**src/rtl/scc_pkg.sv**
```systemverilog
// Shared definitions for the SCC wave-RAM access scheduler.
// Holds the FSM state encoding, request field widths, the mixer scan-phase
// upper bound and the data value returned when a read never completes.
package scc_pkg;

  localparam int unsigned ID_W       = 3;
  localparam int unsigned ADDR_W     = 5;
  localparam int unsigned DATA_W     = 8;
  localparam int unsigned ACTIVE_MAX = 5;

  localparam logic [DATA_W-1:0] RD_ERR_DATA = 8'hFF;

  typedef enum logic [1:0] {
    ST_IDLE,
    ST_WAIT_SLOT,
    ST_ISSUE,
    ST_READ_WAIT
  } scc_state_e;

  typedef struct packed {
    logic              wr;
    logic [ID_W-1:0]   id;
    logic [ADDR_W-1:0] a;
    logic [DATA_W-1:0] wdata;
  } scc_req_t;

  // Phases 6 and 7 lie outside the mixer scan and are never issue slots.
  function automatic logic slot_permitted(input logic [5:0] mask,
                                          input logic [2:0] phase);
    logic [7:0] mask_ext;
    mask_ext = {2'b00, mask};
    return (phase <= 3'(ACTIVE_MAX)) ? mask_ext[phase] : 1'b0;
  endfunction

endpackage

```
**src/rtl/scc_req_fifo.sv**
```systemverilog
// 2-deep register FIFO holding pending CPU requests.
// Ports:
//   clk, reset   - clock, asynchronous active-high reset
//   push_i/din_i - write an entry (ignored when full)
//   pop_i        - drop the head entry (ignored when empty)
//   head_o       - current head entry
//   count_o      - number of valid entries (0..2)
import scc_pkg::*;

module scc_req_fifo (
  input  logic       clk,
  input  logic       reset,
  input  logic       push_i,
  input  logic       pop_i,
  input  scc_req_t   din_i,
  output scc_req_t   head_o,
  output logic [1:0] count_o
);

  scc_req_t   mem_q [2];
  logic       wr_ptr_q;
  logic       rd_ptr_q;
  logic [1:0] count_q;
  logic       do_push;
  logic       do_pop;

  assign do_push = push_i && (count_q != 2'd2);
  assign do_pop  = pop_i && (count_q != 2'd0);
  assign head_o  = mem_q[rd_ptr_q];
  assign count_o = count_q;

  always_ff @(posedge clk or posedge reset) begin
    if (reset) begin
      mem_q[0] <= '0;
      mem_q[1] <= '0;
      wr_ptr_q <= 1'b0;
      rd_ptr_q <= 1'b0;
      count_q  <= '0;
    end else begin
      if (do_push) begin
        mem_q[wr_ptr_q] <= din_i;
        wr_ptr_q        <= ~wr_ptr_q;
      end
      if (do_pop) begin
        rd_ptr_q <= ~rd_ptr_q;
      end
      unique case ({do_push, do_pop})
        2'b10:   count_q <= count_q + 2'd1;
        2'b01:   count_q <= count_q - 2'd1;
        default: count_q <= count_q;
      endcase
    end
  end

endmodule

```
**src/rtl/scc_sram_access_scheduler.sv**
```systemverilog
// Sequences CPU wave-RAM requests onto the SCC mixer's shared SRAM port.
// Requests queue in a 2-entry FIFO and are issued one at a time as a single
// enable-period sram_oe/sram_we strobe in a permitted mixer scan phase; read
// data returns in order on bus_rdata with a one-clk bus_rdata_valid pulse.
// Ports:
//   clk, reset, enable         - clock, async active-high reset, mixer tick
//   bus_valid/bus_ready        - request handshake (push when both high)
//   bus_wr/id/a/wdata          - request fields
//   bus_rdata/bus_rdata_valid  - read return
//   sram_id/a/d, sram_oe/we    - mixer-side request
//   sram_q/sram_q_en           - mixer read data
//   active                     - mixer scan phase
//   busy                       - work pending
import scc_pkg::*;

module scc_sram_access_scheduler #(
  parameter logic [5:0]  SLOT_MASK = 6'b011110,
  parameter int unsigned MAX_WAIT  = 8
) (
  input  logic              clk,
  input  logic              reset,
  input  logic              enable,
  input  logic              bus_valid,
  output logic              bus_ready,
  input  logic              bus_wr,
  input  logic [ID_W-1:0]   bus_id,
  input  logic [ADDR_W-1:0] bus_a,
  input  logic [DATA_W-1:0] bus_wdata,
  output logic [DATA_W-1:0] bus_rdata,
  output logic              bus_rdata_valid,
  output logic [ID_W-1:0]   sram_id,
  output logic [ADDR_W-1:0] sram_a,
  output logic [DATA_W-1:0] sram_d,
  output logic              sram_oe,
  output logic              sram_we,
  input  logic [DATA_W-1:0] sram_q,
  input  logic              sram_q_en,
  input  logic [2:0]        active,
  output logic              busy
);

  scc_req_t   push_req;
  scc_req_t   head;
  logic [1:0] fifo_count;
  logic       push;
  logic       pop;
  logic       issue_now;
  scc_state_e done_state;

  scc_state_e state_q;
  logic [7:0] wait_cnt_q;
  logic       cur_wr_q;

  assign push_req  = '{wr: bus_wr, id: bus_id, a: bus_a, wdata: bus_wdata};
  assign bus_ready = (fifo_count != 2'd2);
  assign push      = bus_valid && bus_ready;
  assign busy      = (fifo_count != 2'd0) || (state_q != ST_IDLE);

  assign issue_now = (state_q == ST_WAIT_SLOT) &&
                     (slot_permitted(SLOT_MASK, active) || (wait_cnt_q == 8'(MAX_WAIT)));
  // The head is captured into sram_* on the issuing tick, so it leaves the
  // FIFO right then; this frees a slot one enable period earlier.
  assign pop        = enable && issue_now;
  assign done_state = (fifo_count != 2'd0) ? ST_WAIT_SLOT : ST_IDLE;

  scc_req_fifo u_fifo (
    .clk     (clk),
    .reset   (reset),
    .push_i  (push),
    .pop_i   (pop),
    .din_i   (push_req),
    .head_o  (head),
    .count_o (fifo_count)
  );

  always_ff @(posedge clk or posedge reset) begin
    if (reset) begin
      state_q         <= ST_IDLE;
      wait_cnt_q      <= '0;
      cur_wr_q        <= 1'b0;
      bus_rdata       <= '0;
      bus_rdata_valid <= 1'b0;
      sram_id         <= '0;
      sram_a          <= '0;
      sram_d          <= '0;
      sram_oe         <= 1'b0;
      sram_we         <= 1'b0;
    end else begin
      bus_rdata_valid <= 1'b0;
      if (enable) begin
        unique case (state_q)
          ST_IDLE: begin
            if (fifo_count != 2'd0) begin
              state_q    <= ST_WAIT_SLOT;
              wait_cnt_q <= '0;
            end
          end
          ST_WAIT_SLOT: begin
            if (issue_now) begin
              state_q  <= ST_ISSUE;
              sram_id  <= head.id;
              sram_a   <= head.a;
              sram_d   <= head.wdata;
              sram_oe  <= ~head.wr;
              sram_we  <= head.wr;
              cur_wr_q <= head.wr;
            end else if (wait_cnt_q != 8'(MAX_WAIT)) begin
              wait_cnt_q <= wait_cnt_q + 8'd1;
            end
          end
          ST_ISSUE: begin
            sram_oe    <= 1'b0;
            sram_we    <= 1'b0;
            wait_cnt_q <= '0;
            state_q    <= cur_wr_q ? done_state : ST_READ_WAIT;
          end
          ST_READ_WAIT: begin
            // Second tick without sram_q_en gives up and returns the error value.
            if (sram_q_en || (wait_cnt_q == 8'd1)) begin
              bus_rdata       <= sram_q_en ? sram_q : RD_ERR_DATA;
              bus_rdata_valid <= 1'b1;
              wait_cnt_q      <= '0;
              state_q         <= done_state;
            end else begin
              wait_cnt_q <= wait_cnt_q + 8'd1;
            end
          end
          default: state_q <= ST_IDLE;
        endcase
      end
    end
  end

endmodule

```
**config.mk**
```make
export PLATFORM = sky130hd
export DESIGN_NAME = scc_sram_access_scheduler
export DESIGN_NICKNAME = d
export VERILOG_FILES = /design/src/rtl/scc_pkg.sv /design/src/rtl/scc_req_fifo.sv /design/src/rtl/scc_sram_access_scheduler.sv
export SDC_FILE = /design/constraint.sdc
export NUM_CORES = 1
export LEC_CHECK = 0
export ABC_AREA = 1
export CORE_MARGIN = 2
export CORE_UTILIZATION = 53
export DETAILED_ROUTE_END_ITERATION = 16
export PLACE_DENSITY = 0.81
export SETUP_SLACK_MARGIN = 0.4
export SLEW_MARGIN = 20
export SYNTH_ARGS = -nofsm -noshare
export SYNTH_HDL_FRONTEND = slang
export SYNTH_HIERARCHICAL = 1
export SYNTH_SLANG_ARGS = --single-unit
```
**constraint.sdc**
```tcl
create_clock -name clk -period 4.7 [get_ports clk]
set_input_delay 0.47 -clock clk [delete_from_list [all_inputs] [get_ports clk]]
set_output_delay 0.47 -clock clk [all_outputs]
set_load 0.02 [all_outputs]
```
---- Word level (Yosys, flattened, before mapping) ----
Memories as Yosys holds them, arrays and structs flattened.
Index checks and enable logic that the tools add are counted.
cells by class
  bitwise logic cells ..................... 5
  order comparisons ....................... 5
  reductions and logical operators ........ 19
  equal/unequal tests ..................... 14
  $add $sub $neg .......................... 3
  multiplexer cells ....................... 28
operators by type and width
  operator                                                                 count
  17-bit 2-to-1 mux                                                        4
  8-bit 2-to-1 mux                                                         5
  34-bit bitwise mux                                                       1
  8-bit one-hot mux with 4 select lines                                    1
  17-bit demux with 1-bit select                                           1
  2-bit inequality test, second input constant                             5
  3-bit AND reduction                                                      3
  8-bit by 1-bit adder with 8-bit output, second input constant            1
  8-bit by 1-bit == test with 1-bit output, second input constant          1
  8-bit by 4-bit == test with 1-bit output, second input constant          1
  1-bit 2-to-1 mux                                                         8
  2-bit 2-to-1 mux                                                         4
  8-bit by 4-bit inequality test with 1-bit output, second input constant  1
  2-bit one-hot mux with 4 select lines                                    1
  4-bit AND reduction                                                      2
  2-bit nonzero test                                                       4
  2-bit == test, second input constant                                     3
  1-bit logical AND                                                        6
  2-bit by 1-bit == test with 1-bit output, second input constant          2
  2-bit >= comparator, second input constant                               2
  3-bit by 4-bit < comparator with 1-bit output, second input constant     1
  1-bit inverter with 2-bit output                                         2
  1-bit one-hot mux with 2 select lines                                    2
  2-bit one-hot mux with 2 select lines                                    1
  other kinds (8)                                                          12
storage, ports and cells
  input bits .............................. 33
  memories kept ........................... 1
  register bits after elaboration ......... 76
  memory bits (read-only) ................. 8
  output and inout port bits .............. 29
memories
  name             words  bits a word  read ports  clocked after Yosys merged registers in  wr ports  RTL line       source
  (no name shown)  8      1            1           0                                        0         scc_pkg.sv:32  return (phase <= 3'(ACTIVE_MAX)) ? mask_ext[phase] : 1'b0;

---- Longest topological paths before layout ----
Gate-level depths: netlist (run 1).
  word-level depth ........................ 9
  gate-level depth with buffers ........... 15
  mapped depth without buffers ............ 14

---- Modules after synthesis ----
Netlist (run 1), hierarchy kept.
by module, submodules not included
  module                     cells an instance  sequential area each (sq um)  times used  area an instance (sq um)
  scc_sram_access_scheduler  256                950.9                         1           2,019.4
  scc_req_fifo               233                950.9                         1           1,863.0

---- Worst setup path before layout (run 1) ----
OpenSTA, ideal clock, no wires.
  kind .................................... register -> register
  start ................................... reg wait_cnt_q[0]
  end ..................................... reg u_fifo.count_q[1] (netlist: u_fifo/count_o[1])
  setup slack ............................. 2.760 ns
  cell stages (with the launch flop) ...... 15
  clock period less this slack ............ 1.940 ns
  setup time .............................. 0.117 ns
  path buffers ............................ 1
  arrival ................................. 1.823 ns
  cell sequence ........................... dfrtp_1 inv_1 ha_1 nand4_1 nand2_2 nand3_4 inv_6 buf_12 nand2_1 inv_1 ha_1 inv_1 nand3_1 nand2_1 nand2_1
between the ends
  word-level cells in the longest chain between the ends .. 7
  elaborated cells on any way between the ends .. 9
  those cells by class .................... 3 x eq/ne; 1 x mux; 5 x reduce/logical
RTL lines
  element                                                                             RTL line                          source
  start, declared                                                                     scc_sram_access_scheduler.sv:51   logic [7:0] wait_cnt_q;
  start signal, assigned                                                              scc_sram_access_scheduler.sv:108  wait_cnt_q <= wait_cnt_q + 8'd1;
  start signal, assigned                                                              scc_sram_access_scheduler.sv:125  wait_cnt_q <= wait_cnt_q + 8'd1;
  8-bit by 4-bit == test with 1-bit output (*)                                        scc_sram_access_scheduler.sv:60   (slot_permitted(SLOT_MASK, active) || (wait_cnt_q == 8'(MAX_WAIT)));
  1-bit logical OR (*)                                                                scc_sram_access_scheduler.sv:60
  1-bit logical AND (*)                                                               scc_sram_access_scheduler.sv:59   assign issue_now = (state_q == ST_WAIT_SLOT) &&
  1-bit logical AND (*)                                                               scc_sram_access_scheduler.sv:63   assign pop = enable && issue_now;
  named net pop                                                                       scc_sram_access_scheduler.sv:46   logic pop;
  1-bit logical AND (*)                                                               scc_req_fifo.sv:28                assign do_pop = pop_i && (count_q != 2'd0);
  named net u_fifo.do_pop                                                             scc_req_fifo.sv:25                logic do_pop;
  2-bit by 1-bit == test with 1-bit output / 2-bit == test (equally long branches)    scc_req_fifo.sv:47                unique case ({do_push, do_pop})
  2-bit one-hot mux with 2 select lines / 2-bit nonzero test (equally long branches)  n/a
  end signal, assigned                                                                scc_req_fifo.sv:48                2'b10: count_q <= count_q + 2'd1;
  end signal, assigned                                                                scc_req_fifo.sv:49                2'b01: count_q <= count_q - 2'd1;
  end signal, assigned                                                                scc_req_fifo.sv:50                default: count_q <= count_q;
  end, declared                                                                       scc_req_fifo.sv:23                logic [1:0] count_q;
The timed path passes the listed nets; every way through them passes the cells marked *.
A chain may end at the register's enable or synchronous reset.

---- Worst setup path in the final report (run 1) ----
  start ................................... reg state_q[1]
  end ..................................... reg u_fifo.count_q[1] (netlist: u_fifo/count_o[1])
between the ends
  word-level cells in the longest chain between the ends .. 6
  elaborated cells on any way between the ends .. 8
  those cells by class .................... 3 x eq/ne; 1 x mux; 4 x reduce/logical
RTL lines
  element                                                                             RTL line                          source
  start, declared                                                                     scc_sram_access_scheduler.sv:50   scc_state_e state_q;
  start signal, assigned                                                              scc_sram_access_scheduler.sv:115  state_q <= cur_wr_q ? done_state : ST_READ_WAIT;
  start signal, assigned                                                              scc_sram_access_scheduler.sv:123  state_q <= done_state;
  2-bit by 1-bit == test with 1-bit output (*)                                        scc_sram_access_scheduler.sv:59
  1-bit logical AND (*)                                                               scc_sram_access_scheduler.sv:59
  1-bit logical AND (*)                                                               scc_sram_access_scheduler.sv:63
  1-bit logical AND (*)                                                               scc_req_fifo.sv:28
  named net u_fifo.do_pop                                                             scc_req_fifo.sv:25
  2-bit by 1-bit == test with 1-bit output / 2-bit == test (equally long branches)    scc_req_fifo.sv:47
  2-bit one-hot mux with 2 select lines / 2-bit nonzero test (equally long branches)  n/a
Marks and branches as above.

==> results of run 1 <==
-- worst max-delay path by stage --
stage,start,endpoint,depth (start not counted)
finish,state_q[1],u_fifo/count_o[1],10
global route,state_q[1],u_fifo/count_o[1],10
CTS,state_q[1],u_fifo/count_o[1],10
detailed placement,active[0],u_fifo/count_o[1],13
global placement,active[0],u_fifo/count_o[1],13
floorplan,active[0],u_fifo/count_o[1],13
-- routing by layer --
metal  wire length, um  vias up  track usage (%)
met5                 0        -                0
met4               136        0            9.091
met3               485       12            4.022
met2              3936      105            36.50
met1              3687     1535            30.70
li1                  -     1668                -
-- kinds of logic after synthesis --
| group | share of synthesized area, % |
|---|---|
| DFF | 48.98 |
| adders and majority gates | 1.289 |
| and+or+nand+nor | 38.70 |
| AOI/OAI and AO/OA | 3.255 |
| buffers and inverters | 6.864 |
| xor gates and xnor gates | 0.9025 |
-- flip-flops by register name, summed over array words and instances (netlist names), 2 cells and up --
name and flops:
u_fifo/mem_q 34, bus_rdata 8, sram_d 8, wait_cnt_q 8
sram_a 5, sram_id 3, state_q 2, u_fifo/count_o 2
-- power groups by stage --
stage               clock network, mW  logic, mW  registers (mW)
global route                    0.507       1.36            1.18
CTS                             0.473       1.22            1.14
finish                          0.459       1.21            1.14
floorplan                           0      0.801            1.18
detailed placement                  0       1.21            1.15
global placement                    0       1.18            1.14
-- worst max-delay path, stage by stage (launching register included) --
cell and delay [ns]:
sky130_fd_sc_hd__dfrtp_1 0.43, sky130_fd_sc_hd__nor2_1 0.69, sky130_fd_sc_hd__nand3_4 0.35, sky130_fd_sc_hd__inv_6 0.26, sky130_fd_sc_hd__nand2_1 0.11, sky130_fd_sc_hd__inv_1 0.07, sky130_fd_sc_hd__ha_1 0.25, sky130_fd_sc_hd__inv_1 0.08
sky130_fd_sc_hd__nand3_1 0.07, sky130_fd_sc_hd__nand2_1 0.06, sky130_fd_sc_hd__nand2_1 0.05
-- final cells by class --
type                       count  area (sq um)
clock buffer                  11         131.4
clock inverter                 3         40.04
fill                         608          2525
inverter                      26         102.6
multi-input combinational    366          1718
sequential                    76          1902
tap                           99         123.9
timing repair buffer          64         633.1
-- Yosys cell counts (all sizes together) --
| master | number | area (sq um) |
|---|---|---|
| a21boi | 1 | 7.510 |
| a21oi | 1 | 8.760 |
| buf | 21 | 163.9 |
| clkinv | 2 | 7.510 |
| dfrtp | 76 | 1902 |
| ha | 4 | 50.05 |
| inv | 24 | 95.09 |
| nand2 | 256 | 1003 |
| nand3 | 20 | 137.6 |
| nand3b | 1 | 7.510 |
| nand4 | 40 | 250.2 |
| nor2 | 23 | 103.9 |
| o21ai | 16 | 110.1 |
| xnor2 | 1 | 8.760 |
| xor2 | 3 | 26.28 |
-- per-stage QoR --
step	utilization (%)	worst slack, ns
floorplan	-	2.760
global placement	62.42	2.208
detailed placement	62.42	2.106
CTS	64.81	2.181
global route	64.81	1.951
finish	64.81	2.167
==> impl_summary.txt, run 1 <==
----------------------------------------------------
[Final layout]
  Fraction of final layout cells with drive strength greater than 1 ... 8.791%
  Fin area ... roughly 4700 sq um
  Area growth syn-to-layout ... 19.79%
  Highest-count cells in the layout ignoring fill and taps ... sky130_fd_sc_hd__nand2_1, sky130_fd_sc_hd__dfrtp_1, sky130_fd_sc_hd__clkdlybuf4s50_1, sky130_fd_sc_hd__nand4_1
  Final non-filler cell total ... approximately 650
  Leading cell type in the layout, fill and taps excluded ... sky130_fd_sc_hd__nand2_1
  Diodes inserted ... 0
  Nets ... 580

[STA]
  Period utilization ... ~54%
  Min cycle time layout ... approximately 2.5 ns
  Worst-margin pin slew ... around 0.86 ns
  RSZ-0062 raised after global routing ... false
  Final number of max-transition violations ... 0
  Peak clock frequency supported by timing ... slightly below 400 MHz
  Worst hold slack ... around 0.47 ns
  Final clock skew ... around 0.006 ns
  Number of endpoints failing setup at the final stage ... 0
  Final-report hold violation count ... 0
  Rel. slew slack ... 42.31%
  Total negative setup slack ... 0 ns

[Synthesis]
  Synth Net Count ... roughly 530
  Synthesized area ... 3882 sq um
  Register bit count reported by yosys ... 76
  Mean cell area of the mapped netlist ... 7.940 sq um
  Proportion of synthesized chip area in sequential cells ... about 49%
  Warnings, synthesis ... 6
  Syn Inst Count ... 489
  Count of distinct cell types in the synthesized netlist ... 27

[Min path]
  Hold endpoint ... u_fifo/mem_q[0]
  Class of the worst hold path ... reg2reg
  Cells on Worst Hold Path ... 2
  Hold path startpoint ... u_fifo/mem_q[0]

[Global route]
  Global route total overflow ... 0
  Number of antenna violations at the first check in global routing ... 0
  Largest net degree at the start of global routing ... 39
  Vias in the first global route ... between 3000 and 4000
  Global routing usage summed across all routing layers ... between 20% and 30%
  First-pass GRT wire length ... 14.21 mm

[Critical path]
  Worst r2r dst ... u_fifo/count_o[1]
  Worst endpoint data arrival time ... between 2 and 3 ns
  Number of cell instances on the worst register-to-register path ... 10
  Reg-to-reg slack, setup ... 2.17 ns
  Start-to-end type of the worst setup path ... reg2reg
  Highest fanout seen on the critical path ... 21
  Element type at the critical path end ... flip-flop
  Worst endpoint required time ... 4.93 ns
  Element type at the critical path start ... flip-flop
  Startpoint of the most critical register-to-register path ... state_q[1]

[Clock tree]
  Quantity of hold-fixing buffers added after cts ... 0
  Number of clock buffers inserted by TritonCTS ... 9
  Post-CTS setup buffer count ... 0
  Register clock-pin slew on the reported worst setup and hold paths ... ~0.070 ns
  H-Tree Level Count ... 3
  Clk sink count ... 76
  TritonCTS clock tree ... yes
  Worst-Skew Late Latency ... 0.34 ns
  Maximum number of buffers from clock root to sink ... 2
  Post_cts resized ... 0
  CTS root buffer ... sky130_fd_sc_hd__clkbuf_8

[Die]
  Die outline area ... approximately 8000 sq um
  Initial standard-cell utilization of the core ... between 50% and 60%
  Height of the die ... about 90 um
  I/O pin cnt ... slightly above 60
  Number of placement rows ... 31
  DIE WIDTH ... 89.59 um
  Area of the placeable core ... roughly 7200 sq um

[Place]
  Number of buffer cells added on primary ports ... 61
  Detail Placement HPWL ... approximately 5.8 mm
  Post-place instance area ... 4479 sq um
  Placed instance count ... around 630
  Global placement routability congestion ... around 0.90

[Job]
  Max-capacitance violation count ... 0

[Pwr]
  Internal power ... around 1.6 mW
  Reported leakage power ... approximately 2.4 nW
  Maximum ir drop on the vdd rail ... around 0.00028 V
  Pwr Total ... roughly 2.8 mW
  Switching power share of the total ... a little over two fifths
  Power share of the sequential group ... between 40% and 50%
  Clock power share ... 16.3%
  Net switching power figure ... between 1 and 1.5 mW
  Relative contribution of combinational cells to total power ... 43.0%
  Cell area power density ... between 600 and 700 nW/um^2

[Detailed routing]
  Via count ... about 3300
  Routed wire per std cell ... roughly 13 um
  Drt initial violations ... 144
  Avg Vias per Cell ... around 5.1
  Detailed-routing iteration count for the pre-antenna-repair pass ... 5
  Wirelength, routed ... 8.246 mm
  Count of nets left with antenna violations after detail routing ... 0
  Post-route DRC violation count ... 0

[Status]
  Result of the run ... finished, final reports clean

----------------------------------------------------
(Power assumes the default switching activity.)
==> inputs of run 2 (changes only) <==
==> constraint.sdc (replaced) <==
create_clock -name clk -period 2.45 [get_ports clk]
set_input_delay 0.245 -clock clk [delete_from_list [all_inputs] [get_ports clk]]
set_output_delay 0.245 -clock clk [all_outputs]
set_load 0.02 [all_outputs]
==> run 2 against run 1 <==
Critical endpoint unchanged. Design area rose by 1.7%. Core utilization rose by 1.1 points. Non-clock buffer count rose by 9. Clock-buffer cell count fell by 2. Largest cell class unchanged. First-iteration DRC count rose by 60%. Critical path type unchanged. Cell count rose by 1.7%. Clock skew rose by 0.0016 ns. Flip-flop and latch count did not move. Maximum frequency rose by 30%. Register-to-register slack got worse by 1.7 ns.
==> impl_summary.txt, run 2 (same netlist as run 1, synthesis figures left out) <==
----------------------------------------------------
[STA]
  Period utilization ... 79.34%
  Rel. slew slack ... between 60% and 70%
  Final clock skew ... between 0.007 and 0.008 ns
  Min cycle time layout ... 1.944 ns
  Peak clock frequency supported by timing ... between 500 and 600 MHz
  Final number of max-transition violations ... 0
  Final-report hold violation count ... 0
  Total negative setup slack ... 0 ns
  Number of endpoints failing setup at the final stage ... 0
  RSZ-0062 raised after global routing ... false
  Worst-margin pin slew ... between 0.4 and 0.5 ns
  Setup slack after layout ... 0.5061 ns
  Worst hold slack ... around 0.33 ns

[Global route]
  Global routing usage summed across all routing layers ... 22.39%
  Number of antenna violations at the first check in global routing ... 0
  First-pass GRT wire length ... 13.76 mm
  Vias in the first global route ... roughly 3000
  Global route total overflow ... 0
  Largest net degree at the start of global routing ... 39

[Place]
  Worst Setup Slack post-DPL ... roughly 0.26 ns
  Number of buffer cells added on primary ports ... between 60 and 70
  Global placement routability congestion ... between 0.8 and 0.9
  Placed instance count ... 636
  Detail Placement HPWL ... 5.736 mm
  Post-place instance area ... roughly 4500 sq um

[Die]
  Number of placement rows ... 31
  Die outline area ... ~8000 sq um
  Initial standard-cell utilization of the core ... 54.11%
  Height of the die ... about 90 um
  DIE WIDTH ... roughly 90 um
  I/O pin cnt ... 62
  Area of the placeable core ... 7176 sq um

[Clock tree]
  Worst-Skew Late Latency ... 0.35 ns
  H-Tree Level Count ... 3
  Quantity of hold-fixing buffers added after cts ... 0
  CTS root buffer ... sky130_fd_sc_hd__clkbuf_8
  Number of clock buffers inserted by TritonCTS ... 9
  Register clock-pin slew on the reported worst setup and hold paths ... 0.09 ns
  TritonCTS clock tree ... yes
  Maximum number of buffers from clock root to sink ... 2
  Clk sink count ... 76

[Final layout]
  Final non-filler cell total ... around 660
  Utilization of the core after routing ... between 60% and 70%
  Nets ... about 590
  Area occupied by multi-input gates ... approximately 1700 sq um
  Diodes inserted ... 0
  Area used by sequential logic in the layout ... roughly 1900 sq um
  Fillers ... just under 600
  Highest-count cells in the layout ignoring fill and taps ... sky130_fd_sc_hd__nand2_1, sky130_fd_sc_hd__dfrtp_1, sky130_fd_sc_hd__clkdlybuf4s50_1, sky130_fd_sc_hd__nand4_1, sky130_fd_sc_hd__nor2_1
  Number of flip-flops under the largest register name ... 34
  Fraction of final layout cells with drive strength greater than 1 ... between 10% and 20%
  Fin area ... around 4700 sq um
  Area growth syn-to-layout ... 21.88%
  Leading cell type in the layout, fill and taps excluded ... sky130_fd_sc_hd__nand2_1
  Biggest register ... u_fifo/mem_q

[Critical path]
  Number of cell instances on the worst register-to-register path ... 12
  Worst endpoint required time ... ~2.7 ns
  Reg-to-reg slack, setup ... 0.51 ns
  Delay-heaviest family, CP ... simple AND/OR/NAND/NOR gates
  Slowest Stage Delay on Critical Path ... approximately 0.45 ns
  Start-to-end type of the worst setup path ... reg2reg
  Element type at the critical path end ... flip-flop
  Critical path cell sequence ... nor2_1, nand4_1, nand2_2, nand3_4, inv_8, nand2_1, inv_1, ha_1, inv_1, nand3_1, nand2_1, nand2_1
  Critical path buffer and inverter count ... 3
  Master of the slowest instance on the critical path ... sky130_fd_sc_hd__dfrtp_1
  Worst r2r dst ... u_fifo/count_o[1]
  Highest fanout seen on the critical path ... 6
  Element type at the critical path start ... flip-flop
  Startpoint of the most critical register-to-register path ... wait_cnt_q[5]
  Dominant cell type by count on the critical path ... sky130_fd_sc_hd__nand2_1
  Worst endpoint data arrival time ... 2.18 ns

[Job]
  Max-capacitance violation count ... 0

[Pwr]
  Cell area power density ... around 1200 nW/um^2
  Maximum ir drop on the vdd rail ... ~0.00054 V
  Reported leakage power ... ~2.5 nW
  Pwr Total ... about 5.5 mW

[Detailed routing]
  Post-route DRC violation count ... 0
  Via count ... 3440
  Routed wire per std cell ... between 10 and 15 um
  Wirelength, routed ... between 8 and 9 mm
  Count of nets left with antenna violations after detail routing ... 0
  Detailed-routing iteration count for the pre-antenna-repair pass ... 5
  Drt initial violations ... roughly 230
  Avg Vias per Cell ... approximately 5.2

[Min path]
  Class of the worst hold path ... in2async

[Status]
  Result of the run ... finished, final reports clean

----------------------------------------------------
## run 2: how the worst max path moves through the flow
stage / slack (ns) / start / end / cells past startpoint
after floorplan: 0.51 / wait_cnt_q[0] / u_fifo/count_o[1] / 14
after detailed placement: 0.26 / active[0] / u_fifo/count_o[1] / 13
after global placement: 0.36 / active[0] / u_fifo/count_o[1] / 13
after global routing: 0.40 / wait_cnt_q[3] / u_fifo/count_o[1] / 13
after CTS: 0.49 / wait_cnt_q[0] / u_fifo/count_o[1] / 13
final: 0.51 / wait_cnt_q[5] / u_fifo/count_o[1] / 12
## run 2: layout make-up
type / count / area share (%)
clock inverters: 7 / 1.216
clock buffers: 9 / 2.618
multi-input cells: 366 / 36.30
flip-flops and latches: 76 / 40.22
inverters: 26 / 2.221
well taps: 99 / 2.618
repair buffers: 73 / 14.81
## run 2: worst min-delay path, delay by kind of cell
| kind | cells | cell delay (ns) |
|---|---|---|
| buffers and inverters | 3 | 0.88 |
## run 2: per-layer routing
layer / global-route usage, % / up-vias / share of wire (%)
met3: 3.656 / 13 / 6.6
met1: 29.96 / 1616 / 44
met5: 0 / - / 0
met2: 36.30 / 125 / 48
met4: 9.498 / 0 / 1.3
li1: - / 1686 / -
## run 2: repair_timing
item | in CTS | in global routing
hold endpoints to repair | 0 | 0
pin swaps | 0 | 2
gates resized for setup | 2 | 1
setup buffers | 1 | 3
setup endpoints to repair | 1 | 1
## run 2: power breakdown
| group | switching, mW | total, mW | internal, mW |
|---|---|---|---|
| Clock | 0.504 | 0.887 | 0.383 |
| Combinational | 1.54 | 2.50 | 0.957 |
| Sequential | 0.335 | 2.11 | 1.77 |
